$ cat src/rtl/adc_j_averager.sv
`default_nettype none
// ============================================================================
//  Module   : adc_j_averager
//  Purpose  : Front end for the JP/JM capture registers. On a single-cycle
//             trigger it waits SETTLE_CYCLES for the dithered DAC outputs to
//             settle. It then averages 2^LOG2_N consecutive ADC samples and
//             presents the mean metric J with a one-cycle valid strobe.
//  Ports    : clk         ADC sample clock (only clock)
//             rst_n       asynchronous active-low reset
//             i_trig      single-cycle start pulse
//             i_abort     synchronous abort, discards the partial sum
//             i_clr_ovr   synchronous clear of o_overrun
//             i_adc       raw ADC sample, one per cycle
//             o_j         last completed average, held until next completion
//             o_j_valid   one-cycle strobe: o_j updated this cycle
//             o_busy      high in SETTLE, ACCUM or DONE
//             o_overrun   sticky: trigger arrived while not IDLE
//             o_state     FSM state (IDLE=0, SETTLE=1, ACCUM=2, DONE=3)
//  Config   : J_AVG_TWOS_COMP_EN - when defined, i_adc is two's complement
//             and is converted to offset binary (MSB inverted) before
//             accumulation. When undefined, i_adc is accumulated as-is.
//  Revision : 1.0  initial release
// ============================================================================
module adc_j_averager #(
    parameter int ADC_WIDTH     = 12,
    parameter int LOG2_N        = 4,
    parameter int SETTLE_CYCLES = 625,
    parameter int CNT_WIDTH     = 16
) (
    input  logic                 clk,
    input  logic                 rst_n,
    input  logic                 i_trig,
    input  logic                 i_abort,
    input  logic                 i_clr_ovr,
    input  logic [ADC_WIDTH-1:0] i_adc,
    output logic [ADC_WIDTH-1:0] o_j,
    output logic                 o_j_valid,
    output logic                 o_busy,
    output logic                 o_overrun,
    output logic [1:0]           o_state
);

    // Accumulator is wide enough that N full-scale samples cannot wrap.
    localparam int ACC_W = ADC_WIDTH + LOG2_N;

    localparam logic [CNT_WIDTH-1:0] C_SETTLE_LAST =
        CNT_WIDTH'((SETTLE_CYCLES > 0) ? (SETTLE_CYCLES - 1) : 0);
    localparam logic [CNT_WIDTH-1:0] C_N_LAST = CNT_WIDTH'((1 << LOG2_N) - 1);

    typedef enum logic [1:0] {
        S_IDLE   = 2'd0,
        S_SETTLE = 2'd1,
        S_ACCUM  = 2'd2,
        S_DONE   = 2'd3
    } state_t;

    state_t                 r_state;
    logic [CNT_WIDTH-1:0]   r_cnt;
    logic [ACC_W-1:0]       r_acc;
    logic [ADC_WIDTH-1:0]   r_j;
    logic                   r_j_valid;
    logic                   r_busy;
    logic                   r_overrun;
    logic [ADC_WIDTH-1:0]   w_sample;

`ifdef J_AVG_TWOS_COMP_EN
    // Offset-binary conversion: mid-scale of the signed input maps to 2^(W-1).
    assign w_sample = {~i_adc[ADC_WIDTH-1], i_adc[ADC_WIDTH-2:0]};
`else
    assign w_sample = i_adc;
`endif

    always_ff @(posedge clk or negedge rst_n) begin
        if (!rst_n) begin
            r_state   <= S_IDLE;
            r_cnt     <= '0;
            r_acc     <= '0;
            r_j       <= '0;
            r_j_valid <= 1'b0;
            r_busy    <= 1'b0;
            r_overrun <= 1'b0;
        end else begin
            r_j_valid <= 1'b0;

            // A new overrun takes priority over a simultaneous clear. A trigger
            // in the DONE cycle is an overrun because the state is not IDLE.
            if (i_trig && (r_state != S_IDLE)) begin
                r_overrun <= 1'b1;
            end else if (i_clr_ovr) begin
                r_overrun <= 1'b0;
            end

            if (i_abort) begin
                r_state <= S_IDLE;
                r_busy  <= 1'b0;
                r_cnt   <= '0;
                r_acc   <= '0;
            end else begin
                case (r_state)
                    S_IDLE: begin
                        if (i_trig) begin
                            r_cnt  <= '0;
                            r_acc  <= '0;
                            r_busy <= 1'b1;
                            if (SETTLE_CYCLES == 0) begin
                                r_state <= S_ACCUM;
                            end else begin
                                r_state <= S_SETTLE;
                            end
                        end
                    end
                    S_SETTLE: begin
                        if (r_cnt == C_SETTLE_LAST) begin
                            r_state <= S_ACCUM;
                            r_cnt   <= '0;
                            r_acc   <= '0;
                        end else begin
                            r_cnt <= r_cnt + 1'b1;
                        end
                    end
                    S_ACCUM: begin
                        r_acc <= r_acc + ACC_W'(w_sample);
                        if (r_cnt == C_N_LAST) begin
                            r_state <= S_DONE;
                            r_cnt   <= '0;
                        end else begin
                            r_cnt <= r_cnt + 1'b1;
                        end
                    end
                    S_DONE: begin
                        // Truncating divide by N.
                        r_j       <= r_acc[ACC_W-1:LOG2_N];
                        r_j_valid <= 1'b1;
                        r_busy    <= 1'b0;
                        r_state   <= S_IDLE;
                    end
                    default: begin
                        r_state <= S_IDLE;
                        r_busy  <= 1'b0;
                    end
                endcase
            end
        end
    end

    assign o_j       = r_j;
    assign o_j_valid = r_j_valid;
    assign o_busy    = r_busy;
    assign o_overrun = r_overrun;
    assign o_state   = r_state;

endmodule
`default_nettype wire

$ cat config.mk
export PLATFORM = sky130hd
export DESIGN_NAME = adc_j_averager
export DESIGN_NICKNAME = d
export VERILOG_FILES = /design/src/rtl/adc_j_averager.sv
export SDC_FILE = /design/constraint.sdc
export NUM_CORES = 1
export LEC_CHECK = 0
export CELL_PAD_IN_SITES_DETAIL_PLACEMENT = 0
export CELL_PAD_IN_SITES_GLOBAL_PLACEMENT = 2
export CORE_UTILIZATION = 35
export DETAILED_ROUTE_END_ITERATION = 6
export PLACE_DENSITY = 0.9
export SYNTH_ARGS = -nofsm -noshare
export SYNTH_HDL_FRONTEND = slang
export SYNTH_SLANG_ARGS = --single-unit
$ cat constraint.sdc
create_clock -name clk -period 2.54 [get_ports clk]
set_input_delay 0.635 -clock clk [delete_from_list [all_inputs] [get_ports clk]]
set_output_delay 0.635 -clock clk [all_outputs]
set_load 0.02 [all_outputs]
==> out/qor.csv <==
stage;metric;value;unit
grt;initial antenna violation count;0;
setup_path;crit path capture type;register;
detailed_routing;DR pass1 iterations;4;
synth;post-synthesis cell area;0.00286;mm^2
sta;Slew HR;58.0;%
clock_tree;clock sink total;49;
synth;Synth Area in Compound Gates;15.4;%
synth;mux cell area share after synthesis;4.68;%
synth;post-synth cell types;47;
finish;Area Growth Syn to Fin;31.9;%
floorplanning;Core Area;0.00781;mm^2
clock_tree;Clk Latency, worst-skew pair;0.31;ns
sta;Hold Vio Cnt, Final;0;
placed_design;port bufs;33;
synth;Post-Synthesis Cells;291;
finish;most common cell after layout, fill and taps aside;dfrtp_1;
synth;syn_area_per_cell;9.83;um^2
grt;grt peak-use layer;met2;
placed_design;Setup WS pre-CTS;-0.546;ns
clock_tree;root buf cell;clkbuf_8;
grt;largest net degree at the start of global routing;50;
detailed_routing;vias per cell;4.99;
finish;post-route insts no fill;467;
synth;xor and xnor area share after synthesis;6.43;%
detailed_routing;DRT Wirelength;6260;um
sta;Worst-Margin Slew;0.630;ns
synth;Yosys Warn Count;0;
setup_path;CP Launch Type;input pin;
pwr;Pint;0.00158;W
synth;top cells by area, synth;dfrtp_1 (43%), ha_1 (7.9%), nand2_1 (4.6%), mux2_2 (4.3%), xor2_1 (4.3%);
pwr;leak pwr;1.78;nW
grt;met2 Resource Use GR;27.9;%
synth;number of synthesized register bits;49;
pwr;Comb power frac;38.1;%
finish;share of cells above drive strength 1;22.2;%
hold_path;Hold Crit Class;input pin to async pin;
synth;Post-Syn Nets;327;
finish;final net count;400;
finish;most frequent cells in the layout;dfrtp_1 (49), buf_4 (40), nand2_1 (35), clkdlybuf4s50_1 (30), nor2_1 (26);
floorplanning;initial core utilization;36.7;%
sta;final slew viol count;0;
detailed_routing;via count;2332;
detailed_routing;routed len/inst;13.4;um
pwr;Clk pwr share;24.6;%
pwr;sw frac;34.6;%
sta;Final period util;96.8;%
grt;first-pass GRT wire length;10900;um
floorplanning;I/O pins;34;
clock_tree;clock tree buffer depth;2;
detailed_routing;DRC viols;0;
setup_path;crit path from;i_adc[3];
placed_design;GP Congestion;0.806;
sta;post-layout minimum cycle time;2.46;ns
synth;largest area contributor in the netlist;dfrtp_1;
grt;vias in the first global route;2329;
finish;n_diodes;0;
placed_design;hpwl dp;4620;um
setup_path;CP arrival;2.70;ns
pwr;sequential power share;37.3;%
synth;post-synthesis sequential area ratio;42.9;%
grt;Overall Global Routing Usage;15.9;%
detailed_routing;Final ANT Viol Nets;0;
sta;Final setup viols;0;
synth;post-synth top area share;42.9;%
clock_tree;CTS tree;done;
floorplanning;Die Y;92.4;um
setup_path;critical path type;input pin to register;
placed_design;Inst Count DP;456;
detailed_routing;initial DRC count;84;
sta;FMAX;0.407;GHz
synth;simple-gate share of the synthesized area;18.5;%
pwr;Psw;0.000838;W
job;maxcap violations;0;
grt;GR Util met3;3.04;%
setup_path;Worst EP required;2.78;ns
clock_tree;CTS Buf Count;5;
sta;final worst clock skew;0.00574;ns
synth;Post-Synth Adder-Cell Area;8.57;%
setup_path;Reg-to-Reg Start;o_state[0];
pwr;peak supply drop;388;uV
floorplanning;Std-Cell Rows;32;
pwr;P per Cell Area;642;mW/mm^2
status;status;completed;
clock_tree;H-tree depth;2;
grt;gr ovfl total;0;
grt;GR Util met1;19.9;%
clock_tree;Hold Buf Count CTS;0;
clock_tree;Worst-path clk slew;0.09;ns
floorplanning;Die W;92.4;um
floorplanning;die area;0.00854;mm^2
sta;setup slack after layout;0.0818;ns
synth;largest family of logic cells by synthesized area;simple AND/OR/NAND/NOR gates;
setup_path;critical-path maximum fanout;5;
sta;RSZ-0062 raised after global routing;true;
[logic make-up (layout without fill, tap and decap cells)]
kind of cell,after synthesis,after routing
xor gates and xnor gates,21,21
DFF,49,49
and+or+nand+nor,104,104
adders and majority gates,19,19
buffers and inverters,23,97
muxes,12,12
AOI/OAI and AO/OA,63,63
[per-stage QoR]
| stage | hold WS [ns] | total power (W) | utilization, % | cell area [um^2] | TNS (ns) |
|---|---|---|---|---|---|
| 6_report | 0.415 | 0.00242 | 48.3 | 3770 | 0 |
| 5_1_grt | 0.487 | 0.00258 | 48.3 | 3770 | -0.00423 |
| 4_1_cts | 0.454 | 0.00244 | 47.6 | 3720 | -0.0310 |
| 3_5_place_dp | 0.471 | 0.00182 | 45.5 | 3550 | -2.57 |
| 3_3_place_gp | 0.466 | 0.00181 | 45.5 | 3550 | -2.22 |
| 2_1_floorplan | 0.339 | 0.00145 | - | 2860 | 0 |
[cell usage after synthesis, drive strengths merged]
master,instances
a2111oi,1
a211oi,2
a21o,8
a21oi,13
a311o,1
a31o,1
a31oi,2
a41o,1
a41oi,2
and2,2
and3,4
and4bb,1
buf,3
clkbuf,4
dfrtp,49
fa,1
ha,18
inv,16
mux2,11
mux2i,1
nand2,35
nand2b,5
nand3,8
nand4,5
nand4b,1
nor2,26
nor2b,3
nor3,5
nor4,5
o2111ai,1
o211a,1
o211ai,3
o21a,1
o21ai,16
o22ai,1
o311ai,1
o31ai,8
or2,2
or3,1
or4,1
xnor2,7
xor2,14
[worst max-delay path: stages]
cell	delay, ns
clkdlybuf4s50_1	0.51
ha_4	0.23
a21o_1	0.16
a21oi_2	0.16
a21oi_2	0.09
buf_4	0.14
o211a_1	0.22
or4_1	0.47
nand3_1	0.10
[power groups by stage]
| stage | combinational, W | sequential (W) | clock [W] |
|---|---|---|---|
| global placement | 0.000893 | 0.000917 | 0 |
| global route | 0.00102 | 0.000916 | 0.000641 |
| floorplan | 0.000497 | 0.000954 | 0 |
| finish | 0.000923 | 0.000904 | 0.000595 |
| CTS | 0.000919 | 0.000906 | 0.000612 |
| detailed placement | 0.000900 | 0.000919 | 0 |
[cell type report]
cell class / instances / area (um^2)
multi-input cells: 219 / 1610
fillers: 738 / 4030
clock inverters: 1 / 30.0
repair buffers: 73 / 631
clock buffers: 7 / 86.3
inverters: 16 / 60.1
flip-flops and latches: 49 / 1230
well taps: 102 / 128
[what timing repair did]
| item | in CTS | in global routing |
|---|---|---|
| resized for setup | 10 | 10 |
| setup buffers | 1 | 2 |
| setup endpoints to repair | 6 | 5 |
| pin swaps | 4 | 8 |
[worst paths after layout]
path | to | slack, ns | depth (start not counted)
max in group asynchronous | o_j[9] | 1.69 | 2
worst min-delay path | o_overrun | 0.42 | 2
worst max-delay path | r_acc[11] | 0.08 | 9
worst max register to register | r_acc[15] | 0.20 | 8
min in group clk | r_acc[2] | 0.49 | 2
worst min register to register | r_acc[2] | 0.49 | 2
[sequential cells by signal, summed over array words and instances (netlist names)]
register   cells
r_acc         16
r_cnt         16
o_j           12
o_state        2
o_busy         1
o_j_valid      1
o_overrun      1
[routing by layer]
layer,wire [um],part of all wire [%],vias to the layer above
li1,-,-,1169
met3,170,2.7,9
met4,72,1.1,0
met1,2980,48,1124
met2,3040,48,30
met5,0,0,-
(Power assumes the default switching activity.)
